$ cat src/rtl/vga_anim_pkg.sv
// Shared types and constants for the VGA animation scene scheduler.
package vga_anim_pkg;

  typedef enum logic [1:0] {
    PLAY     = 2'd0,
    FADE_OUT = 2'd1,
    FADE_IN  = 2'd2
  } anim_state_t;

  typedef enum logic {
    DIR_PLUS  = 1'b0,
    DIR_MINUS = 1'b1
  } anim_dir_t;

  localparam logic [7:0] FULL_BRIGHT = 8'd255;

endpackage

$ cat src/rtl/anim_dwell_timer.sv
// Counts one-second ticks towards the scene dwell time and pulses on expiry.
module anim_dwell_timer #(
  parameter int SCENE_SECS = 8
) (
  input  logic clk,
  input  logic rst,
  input  logic i_enable,
  input  logic i_clear,
  input  logic i_tick,
  output logic o_expire
);

  localparam int CW = (SCENE_SECS > 1) ? $clog2(SCENE_SECS) : 1;
  localparam logic [CW-1:0] LAST = CW'(SCENE_SECS - 1);

  logic [CW-1:0] r_count;
  logic          w_hit;

  assign w_hit    = i_enable & i_tick & (r_count == LAST);
  assign o_expire = w_hit & ~i_clear;

  // Count enabled ticks, wrapping to zero on the terminal tick; clear wins
  always_ff @(posedge clk) begin
    if (rst || i_clear) begin
      r_count <= '0;
    end else if (i_enable && i_tick) begin
      r_count <= w_hit ? '0 : r_count + 1'b1;
    end
  end

endmodule

$ cat src/rtl/vga_anim_sched.sv
// Scene scheduler: dwell-timed / user-driven scene changes wrapped in a
// frame-stepped fade-out and fade-in, with a pause flag and 1-deep request slot.
module vga_anim_sched
  import vga_anim_pkg::*;
#(
  parameter int NUM_SCENES  = 4,
  parameter int SCENE_SECS  = 8,
  parameter int FADE_FRAMES = 16
) (
  input  logic                          pixel_clk,
  input  logic                          rst,
  input  logic                          frame_tick,
  input  logic                          tick_1s_pix,
  input  logic                          auto_en,
  input  logic                          req_next,
  input  logic                          req_prev,
  input  logic                          req_pause,
  output logic [$clog2(NUM_SCENES)-1:0] scene,
  output logic                          scene_tick,
  output logic [7:0]                    fade_level,
  output logic                          anim_run,
  output logic                          busy,
  output logic                          paused
);

  localparam int SW   = $clog2(NUM_SCENES);
  localparam int FW   = $clog2(FADE_FRAMES) + 1;
  localparam int STEP = 256 / FADE_FRAMES;
  localparam logic [FW-1:0] FCNT_FULL  = FW'(FADE_FRAMES);
  localparam logic [FW-1:0] FCNT_ONE   = FW'(1);
  localparam logic [SW-1:0] SCENE_LAST = SW'(NUM_SCENES - 1);

  anim_state_t   r_state, w_stateNext;
  anim_dir_t     r_dir, w_dirNext;
  anim_dir_t     r_pendDir, w_pendDirNext;
  anim_dir_t     w_reqDir;
  logic [FW-1:0] r_fcnt, w_fcntNext, w_fcntInc;
  logic [SW-1:0] r_scene, w_sceneNext;
  logic          r_pendValid, w_pendValidNext;
  logic          r_paused, w_pausedNext;
  logic          r_sceneChgd, w_sceneChg;
  logic          r_sceneTick;
  logic [7:0]    r_fadeLevel, w_fadeNext;
  logic          r_busy;
  logic          r_animRun;
  logic          w_reqOk;
  logic          w_dwellClear;
  logic          w_dwellEnable;
  logic          w_expire;
  logic [31:0]   w_fadeProd;

  assign w_reqOk       = req_next ^ req_prev;
  assign w_reqDir      = req_prev ? DIR_MINUS : DIR_PLUS;
  assign w_fcntInc     = r_fcnt + 1'b1;
  assign w_dwellEnable = (r_state == PLAY) & auto_en & ~r_paused;

  anim_dwell_timer #(
    .SCENE_SECS (SCENE_SECS)
  ) u_dwell (
    .clk      (pixel_clk),
    .rst      (rst),
    .i_enable (w_dwellEnable),
    .i_clear  (w_dwellClear),
    .i_tick   (tick_1s_pix),
    .o_expire (w_expire)
  );

  // Next-state logic: fade sequencing, scene stepping, pending slot and pause
  always_comb begin
    w_stateNext     = r_state;
    w_fcntNext      = r_fcnt;
    w_sceneNext     = r_scene;
    w_dirNext       = r_dir;
    w_pendValidNext = r_pendValid;
    w_pendDirNext   = r_pendDir;
    w_pausedNext    = r_paused ^ req_pause;
    w_sceneChg      = 1'b0;
    w_dwellClear    = ~auto_en;

    case (r_state)
      PLAY: begin
        if (w_reqOk) begin
          w_stateNext     = FADE_OUT;
          w_dirNext       = w_reqDir;
          w_pendValidNext = 1'b0;
        end else if (r_pendValid) begin
          w_stateNext     = FADE_OUT;
          w_dirNext       = r_pendDir;
          w_pendValidNext = 1'b0;
        end else if (w_expire) begin
          w_stateNext = FADE_OUT;
          w_dirNext   = DIR_PLUS;
        end
      end
      FADE_OUT: begin
        if (w_reqOk) begin
          w_pendValidNext = 1'b1;
          w_pendDirNext   = w_reqDir;
        end
        if (frame_tick) begin
          w_fcntNext = r_fcnt - 1'b1;
          if (r_fcnt == FCNT_ONE) begin
            w_stateNext = FADE_IN;
            w_sceneChg  = 1'b1;
            if (r_dir == DIR_PLUS) begin
              w_sceneNext = (r_scene == SCENE_LAST) ? '0 : r_scene + 1'b1;
            end else begin
              w_sceneNext = (r_scene == '0) ? SCENE_LAST : r_scene - 1'b1;
            end
          end
        end
      end
      FADE_IN: begin
        if (w_reqOk) begin
          w_pendValidNext = 1'b1;
          w_pendDirNext   = w_reqDir;
        end
        if (frame_tick) begin
          w_fcntNext = w_fcntInc;
          if (w_fcntInc == FCNT_FULL) begin
            w_stateNext  = PLAY;
            w_dwellClear = 1'b1;
          end
        end
      end
      default: begin
        w_stateNext = PLAY;
      end
    endcase

    w_fadeProd = 32'(w_fcntNext) * 32'(STEP);
    w_fadeNext = (w_fadeProd > 32'd255) ? FULL_BRIGHT : w_fadeProd[7:0];
  end

  // State and datapath registers; outputs are registered from next values
  always_ff @(posedge pixel_clk) begin
    if (rst) begin
      r_state     <= PLAY;
      r_fcnt      <= FCNT_FULL;
      r_scene     <= '0;
      r_dir       <= DIR_PLUS;
      r_pendValid <= 1'b0;
      r_pendDir   <= DIR_PLUS;
      r_paused    <= 1'b0;
      r_sceneChgd <= 1'b0;
      r_sceneTick <= 1'b0;
      r_fadeLevel <= FULL_BRIGHT;
      r_busy      <= 1'b0;
      r_animRun   <= 1'b1;
    end else begin
      r_state     <= w_stateNext;
      r_fcnt      <= w_fcntNext;
      r_scene     <= w_sceneNext;
      r_dir       <= w_dirNext;
      r_pendValid <= w_pendValidNext;
      r_pendDir   <= w_pendDirNext;
      r_paused    <= w_pausedNext;
      r_sceneChgd <= w_sceneChg;
      r_sceneTick <= r_sceneChgd;
      r_fadeLevel <= w_fadeNext;
      r_busy      <= (w_stateNext != PLAY);
      r_animRun   <= ~w_pausedNext;
    end
  end

  assign scene      = r_scene;
  assign scene_tick = r_sceneTick;
  assign fade_level = r_fadeLevel;
  assign anim_run   = r_animRun;
  assign busy       = r_busy;
  assign paused     = r_paused;

endmodule

$ cat config.mk
export PLATFORM = sky130hd
export DESIGN_NAME = vga_anim_sched
export DESIGN_NICKNAME = d
export VERILOG_FILES = /design/src/rtl/vga_anim_pkg.sv /design/src/rtl/anim_dwell_timer.sv /design/src/rtl/vga_anim_sched.sv
export SDC_FILE = /design/constraint.sdc
export NUM_CORES = 1
export LEC_CHECK = 0
export BUFFER_PORTS_ARGS = -buffer_cell sky130_fd_sc_hd__buf_4
export CAP_MARGIN = 10
export CORE_AREA = 2 2 70 89
export CTS_CLUSTER_DIAMETER = 40
export DETAILED_ROUTE_END_ITERATION = 8
export DIE_AREA = 0 0 72 91
export PLACE_DENSITY = 0.49
export SLEW_MARGIN = 40
export SYNTH_ARGS = -nofsm -noshare
export SYNTH_HDL_FRONTEND = slang
export SYNTH_SLANG_ARGS = --single-unit
$ cat constraint.sdc
create_clock -name pixel_clk -period 1.6 [get_ports pixel_clk]
set_clock_uncertainty 0.1 [all_clocks]
set_input_delay 0.24 -clock pixel_clk [delete_from_list [all_inputs] [get_ports pixel_clk]]
set_output_delay 0.24 -clock pixel_clk [all_outputs]
set_load 0.01 [all_outputs]
---- Yosys cells after proc, flatten, opt, wreduce, memory -nomap -nowiden ----
Index checks and enable logic that the tools add are counted.
word-level totals
  output and inout bits ................... 14
  register bits after elaboration ......... 28
  logic and storage cells ................. 80
  input bits .............................. 8
operators by class
  eq/ne operators ......................... 7
  mux-type cells .......................... 26
  $add $sub $neg .......................... 5
  magnitude comparators ................... 1
  reduce and logical (&&, ||, !) cells .... 14
  bitwise logic cells ..................... 13
operator list
  operator               count
  $mux W2                10
  $mux W5                2
  $pmux W5 S2            1
  $gt A9 B8 Y1 const B   1
  $mux W1                9
  $not A1 Y1             6
  $pmux W2 S3            1
  $reduce_and A2 Y1      3
  $add A5 B1 Y5 const B  1
  $and A1 B1 Y1          5
  $eq A5 B1 Y1 const B   1
  $eq A5 B5 Y1 const B   1
  $sub A5 B1 Y5 const B  1
  $eq A2 B2 Y1 const B   2
  $logic_not A2 Y1       2
  $mux W4                1
  $reduce_bool A2 Y1     2
  $reduce_or A2 Y1       2
  $add A3 B1 Y3 const B  1
  $eq A3 B3 Y1 const B   1
  $mux W3                1
  $reduce_and A3 Y1      1
  $reduce_bool A3 Y1     1
  $reduce_or A3 Y1       1
  8 further kinds        9

---- Depth between registers and ports, before layout ----
  depth after elaboration ................. 12
  gate-level depth with buffers ........... 8
  gate-level depth less buffers ........... 7

---- By module ----
A second synthesis with hierarchy kept.
unflattened totals
  cell total of the unflattened synthesis .. 155
  area, all modules ....................... 1356.3 um2
modules (own cells, without submodules)
  module            instances  sequential area each (um2)  area an instance (um2)  cells an instance
  vga_anim_sched    1          420.4                       1181.1                  139
  anim_dwell_timer  1          60.1                        175.2                   16

---- Worst setup path after synthesis ----
OpenSTA, ideal clock, no wires.
  path type ............................... register to register
  from .................................... register r_state[1]
  to ...................................... register r_busy (netlist: busy)
  cell stages (with the launch flop) ...... 7
  library setup time ...................... 0.134 ns
  data required time ...................... 1.366 ns
  path buffers ............................ 0
  path slack .............................. 0.015 ns
  arrival ................................. 1.351 ns
  clock period less this slack ............ 1.585 ns
  path through ............................ dfxtp_1 > inv_1 > ha_1 > nand4b_1 > a311o_1 > nand2_1 > o211ai_1
between the ends
  cells in the longest elaborated chain, start to end .. 11
  elaborated cells between the ends (all ways) .. 19
  classes of those cells .................. eq/ne: 2; mux: 9; bitwise: 6; reduce/logical: 2
ends and longest elaborated chain
  item                         line                                        source
  start: declaration           vga_anim_sched.sv:33                        anim_state_t r_state, w_stateNext;
  start signal: assignment     vga_anim_sched.sv:151                       r_state <= w_stateNext;
  $logic_not A2 Y1             vga_anim_sched.sv:55, vga_anim_sched.sv:80
  $and A1 B1 Y1 (2 in series)  vga_anim_sched.sv:55                        assign w_dwellEnable = (r_state == PLAY) & auto_en & ~r_paused;
  $and A1 B1 Y1 (2 in series)  anim_dwell_timer.sv:19                      assign w_hit = i_enable & i_tick & (r_count == LAST);
  $and A1 B1 Y1                anim_dwell_timer.sv:20                      assign o_expire = w_hit & ~i_clear;
  $mux W2                      vga_anim_sched.sv:90                        end else if (w_expire) begin
  $mux W2                      vga_anim_sched.sv:86                        end else if (r_pendValid) begin
  $mux W2                      vga_anim_sched.sv:82                        if (w_reqOk) begin
  $pmux W2 S3 *                vga_anim_sched.sv:80                        case (r_state)
  $reduce_bool A2 Y1 *         vga_anim_sched.sv:161                       r_busy <= (w_stateNext != PLAY);
  end signal: assignment       vga_anim_sched.sv:161
  end: declaration             vga_anim_sched.sv:44                        logic r_busy;
Mark *: on every way between the ends. The rest lies on a longest branch, timed or not.
A chain may end at the register's enable or synchronous reset.

---- Worst setup path in the final report ----
  from .................................... register r_fcnt[0]
  to ...................................... register r_fcnt[3]
between the ends
  cells in the longest elaborated chain, start to end .. 3
  elaborated cells between the ends (all ways) .. 5
  classes of those cells .................. add/sub: 2; mux: 3
ends and longest elaborated chain
  item                                            line                                          source
  start: declaration                              vga_anim_sched.sv:37                          logic [FW-1:0] r_fcnt, w_fcntNext, w_fcntInc;
  start signal: assignment                        vga_anim_sched.sv:152                         r_fcnt <= w_fcntNext;
  $add A5 B1 Y5 or $sub A5 B1 Y5 (tied branches)  vga_anim_sched.sv:54, vga_anim_sched.sv:101
  $mux W5 (on tied branches)                      vga_anim_sched.sv:118, vga_anim_sched.sv:100
  $pmux W5 S2 *                                   vga_anim_sched.sv:80
Marked as above.

==> flow_summary.yaml <==
timing:
  max_clock_freq_mhz: 619
  period_needed_ns: 1.62
  fin_tns_setup_ns: -0.0322
  finalCritPeriodShare_pct: 101
  hold_violations: 0
  drv_slew: 0
  slew_headroom_pct: 80.7
  worst_pin_slew_ns: 0.288
  setup_violations: 2
  setup_ws_ns: -0.0166
  rsz0062_at_grt: "yes"
clock_network:
  cts_setup_buffers: 0
  clk_path_buf_depth: 2
  htreeDepth: 1
  tritoncts: "yes"
  clkSinkCount: 24
  cts_root_buf: "clkbuf_8"
  path_clk_slew_ns: 0.09
  cts_buffers: 3
  clock_latency_ns: 0.27
floorplan:
  core_area_um2: 5700
  start_util_pct: 22.6
  rows: 31
  die_h_um: 91
  die_area_um2: 6550
  die_w_um: 72
  ioPinCount: 22
yosys:
  ys_seq_area_share_pct: 37.3
  ys_warn_count: 0
  synth_edf_count: 0
  synth_xor_area_share_pct: 2.72
  synth_adder_area_share_pct: 8.75
  ys.flop_type: "dfxtp_1"
  synth_compound_area_share_pct: 17.4
  synthDistinctLibCells: 42
  ys_seq_elements: 24
  syn_inst: 147
  synth_top_family_by_area: "simple AND/OR/NAND/NOR gates"
  syn_area_per_cell_um2: 8.76
  synth_area_um2: 1290
  synthSimpleGateAreaFrac_pct: 22.4
  syn-num-nets: 164
  synth_mux_area_share_pct: 1.55
  async_reset_ff_share_pct: 0
critical_path:
  crit_path_start_kind: "register"
  crit_arrival_ns: 1.68
  path_class: "reg2reg"
  critPathMaxFanout: 7
  crit_required_ns: 1.67
  cp-end-kind: "register"
detailed_routing:
  drt_iter0_drc: 33
  drt_wl_total_um: 3050
  vias: 1132
  post_drt_wl_per_cell_um: 12.1
  dr.pass1.iters: 6
  drc: 0
  routed_via_density: 4.49
  ant_nets: 0
layout:
  areaGrowthSynthToFinish_pct: 38.3
  diodes: 0
  drive_gt1_share_pct: 40.3
  multi_input_area_um2: 758
  final-instance-count-excl-fill: 252
  seq_area_um2: 489
  fillers: 598
  final_util_pct: 31.2
  num-nets-final: 204
place:
  portBuffers: 21
  dp_hpwl_um: 2340
  gp_congestion: 0.794
  dp_cells: 248
hold_path:
  hold_class: "in2reg"
flow_run:
  maxCapViolations: 0
pwr:
  vdd_drop_max_uv: 469
  total_power_w: 0.00164
  power.density_nw_per_um2: 919
  power.leakage_nw: 0.729
grt:
  grt_pass1_vias: 1101
  grt_overflow: 0
  antenna_found_initial: 0
  grt_max_degree: 17
  grtUsageTotal_pct: 9.67
  grt_pass1_wl_um: 5060
run_status:
  violations: "negative setup slack"
  status: "complete, but fails checks"
[layer usage]
layer	global-route usage [%]	up-vias	wire, um
met5	0	-	0
met4	3.30	0	36
met3	1.44	4	67
met2	17.5	13	1650
met1	11.3	527	1300
li1	-	588	-
[worst paths after layout]
check / from / endpoint / slack (ns) / cells after the start
setup / recovery: r_fcnt[0] / r_fcnt[3] / -0.02 / 5
hold / removal: req_prev / r_pendDir / 0.15 / 3
setup reg to reg: r_fcnt[0] / r_fcnt[3] / -0.02 / 5
hold reg to reg: r_sceneChgd / scene_tick / 0.36 / 1
[critical path, cell delays in order, from the launching register on]
cell,delay [ns]
dfxtp_4,0.38
or4b_4,0.54
a22oi_2,0.16
a21oi_2,0.08
a31oi_2,0.19
nor2_1,0.07
[cells in the mapped netlist, types with 3 or more instances]
cell type	count	share of area, %
o21ai_0	4	1.6
nor3_1	5	1.9
buf_4	4	2.3
nor2b_1	5	2.4
inv_1	13	3.8
xor2_1	3	2.0
nor2_1	12	3.5
a21oi_1	10	3.9
nand2_1	14	4.1
nand3_1	3	1.2
nand4_1	4	1.9
dfxtp_1	24	37
ha_1	9	8.7
[registers in the layout (all words and copies together) (netlist names), 2 cells and up]
register	cells
r_fcnt	4
scene	2
fade_level	5
u_dwell.r_count	3
r_state	2
[placed cells by master, fill, tap and decap left out, types with 4 or more instances in the layout]
master / count
inv_1: 10
buf_4: 44
dfxtp_1: 19
nand4_1: 4
ha_1: 5
nor2b_1: 5
nand2_1: 14
dfxtp_2: 4
nor2_1: 11
nor3_1: 5
a21oi_1: 8
[layout make-up]
type	instances	share of cell area, %
multi-input cells	101	42.6
flip-flops and latches	24	27.5
inverters	13	2.74
well taps	66	4.64
repair buffers	44	18.6
clock buffers	3	2.32
clock inverters	1	1.69
[report_power, final]
| group | switching (W) | leakage, nW | total [W] | internal [W] |
|---|---|---|---|---|
| logic | 0.000200 | 0.495 | 0.000423 | 0.000222 |
| registers | 0.0000280 | 0.198 | 0.000670 | 0.000642 |
| clock network | 0.000209 | 0.0357 | 0.000544 | 0.000335 |
[repair_timing]
action | 4_1_cts | 5_1_grt
gates cloned | 0 | 0
endpoints found under the setup margin | 11 | 14
gates resized for setup | 10 | 16
pin swaps | 0 | 3
hold buffers | 0 | 0
[per-stage QoR]
step	area, um^2	setup slack [ns]	hold slack [ns]
global route	1780	-0.0652	0.168
detailed placement	1620	-0.0785	0.335
CTS	1730	-0.0198	0.156
floorplan	1290	0.0148	0.212
finish	1780	-0.0166	0.153
global placement	1620	-0.107	0.331
[cell families after synthesis]
group | count (synthesis)
mux | 2
flops | 24
simple gates | 54
buf+inv | 22
xor+xnor | 4
fa+ha+maj | 9
compound gates | 32
No activity file was read; power rests on OpenSTA's default activity.
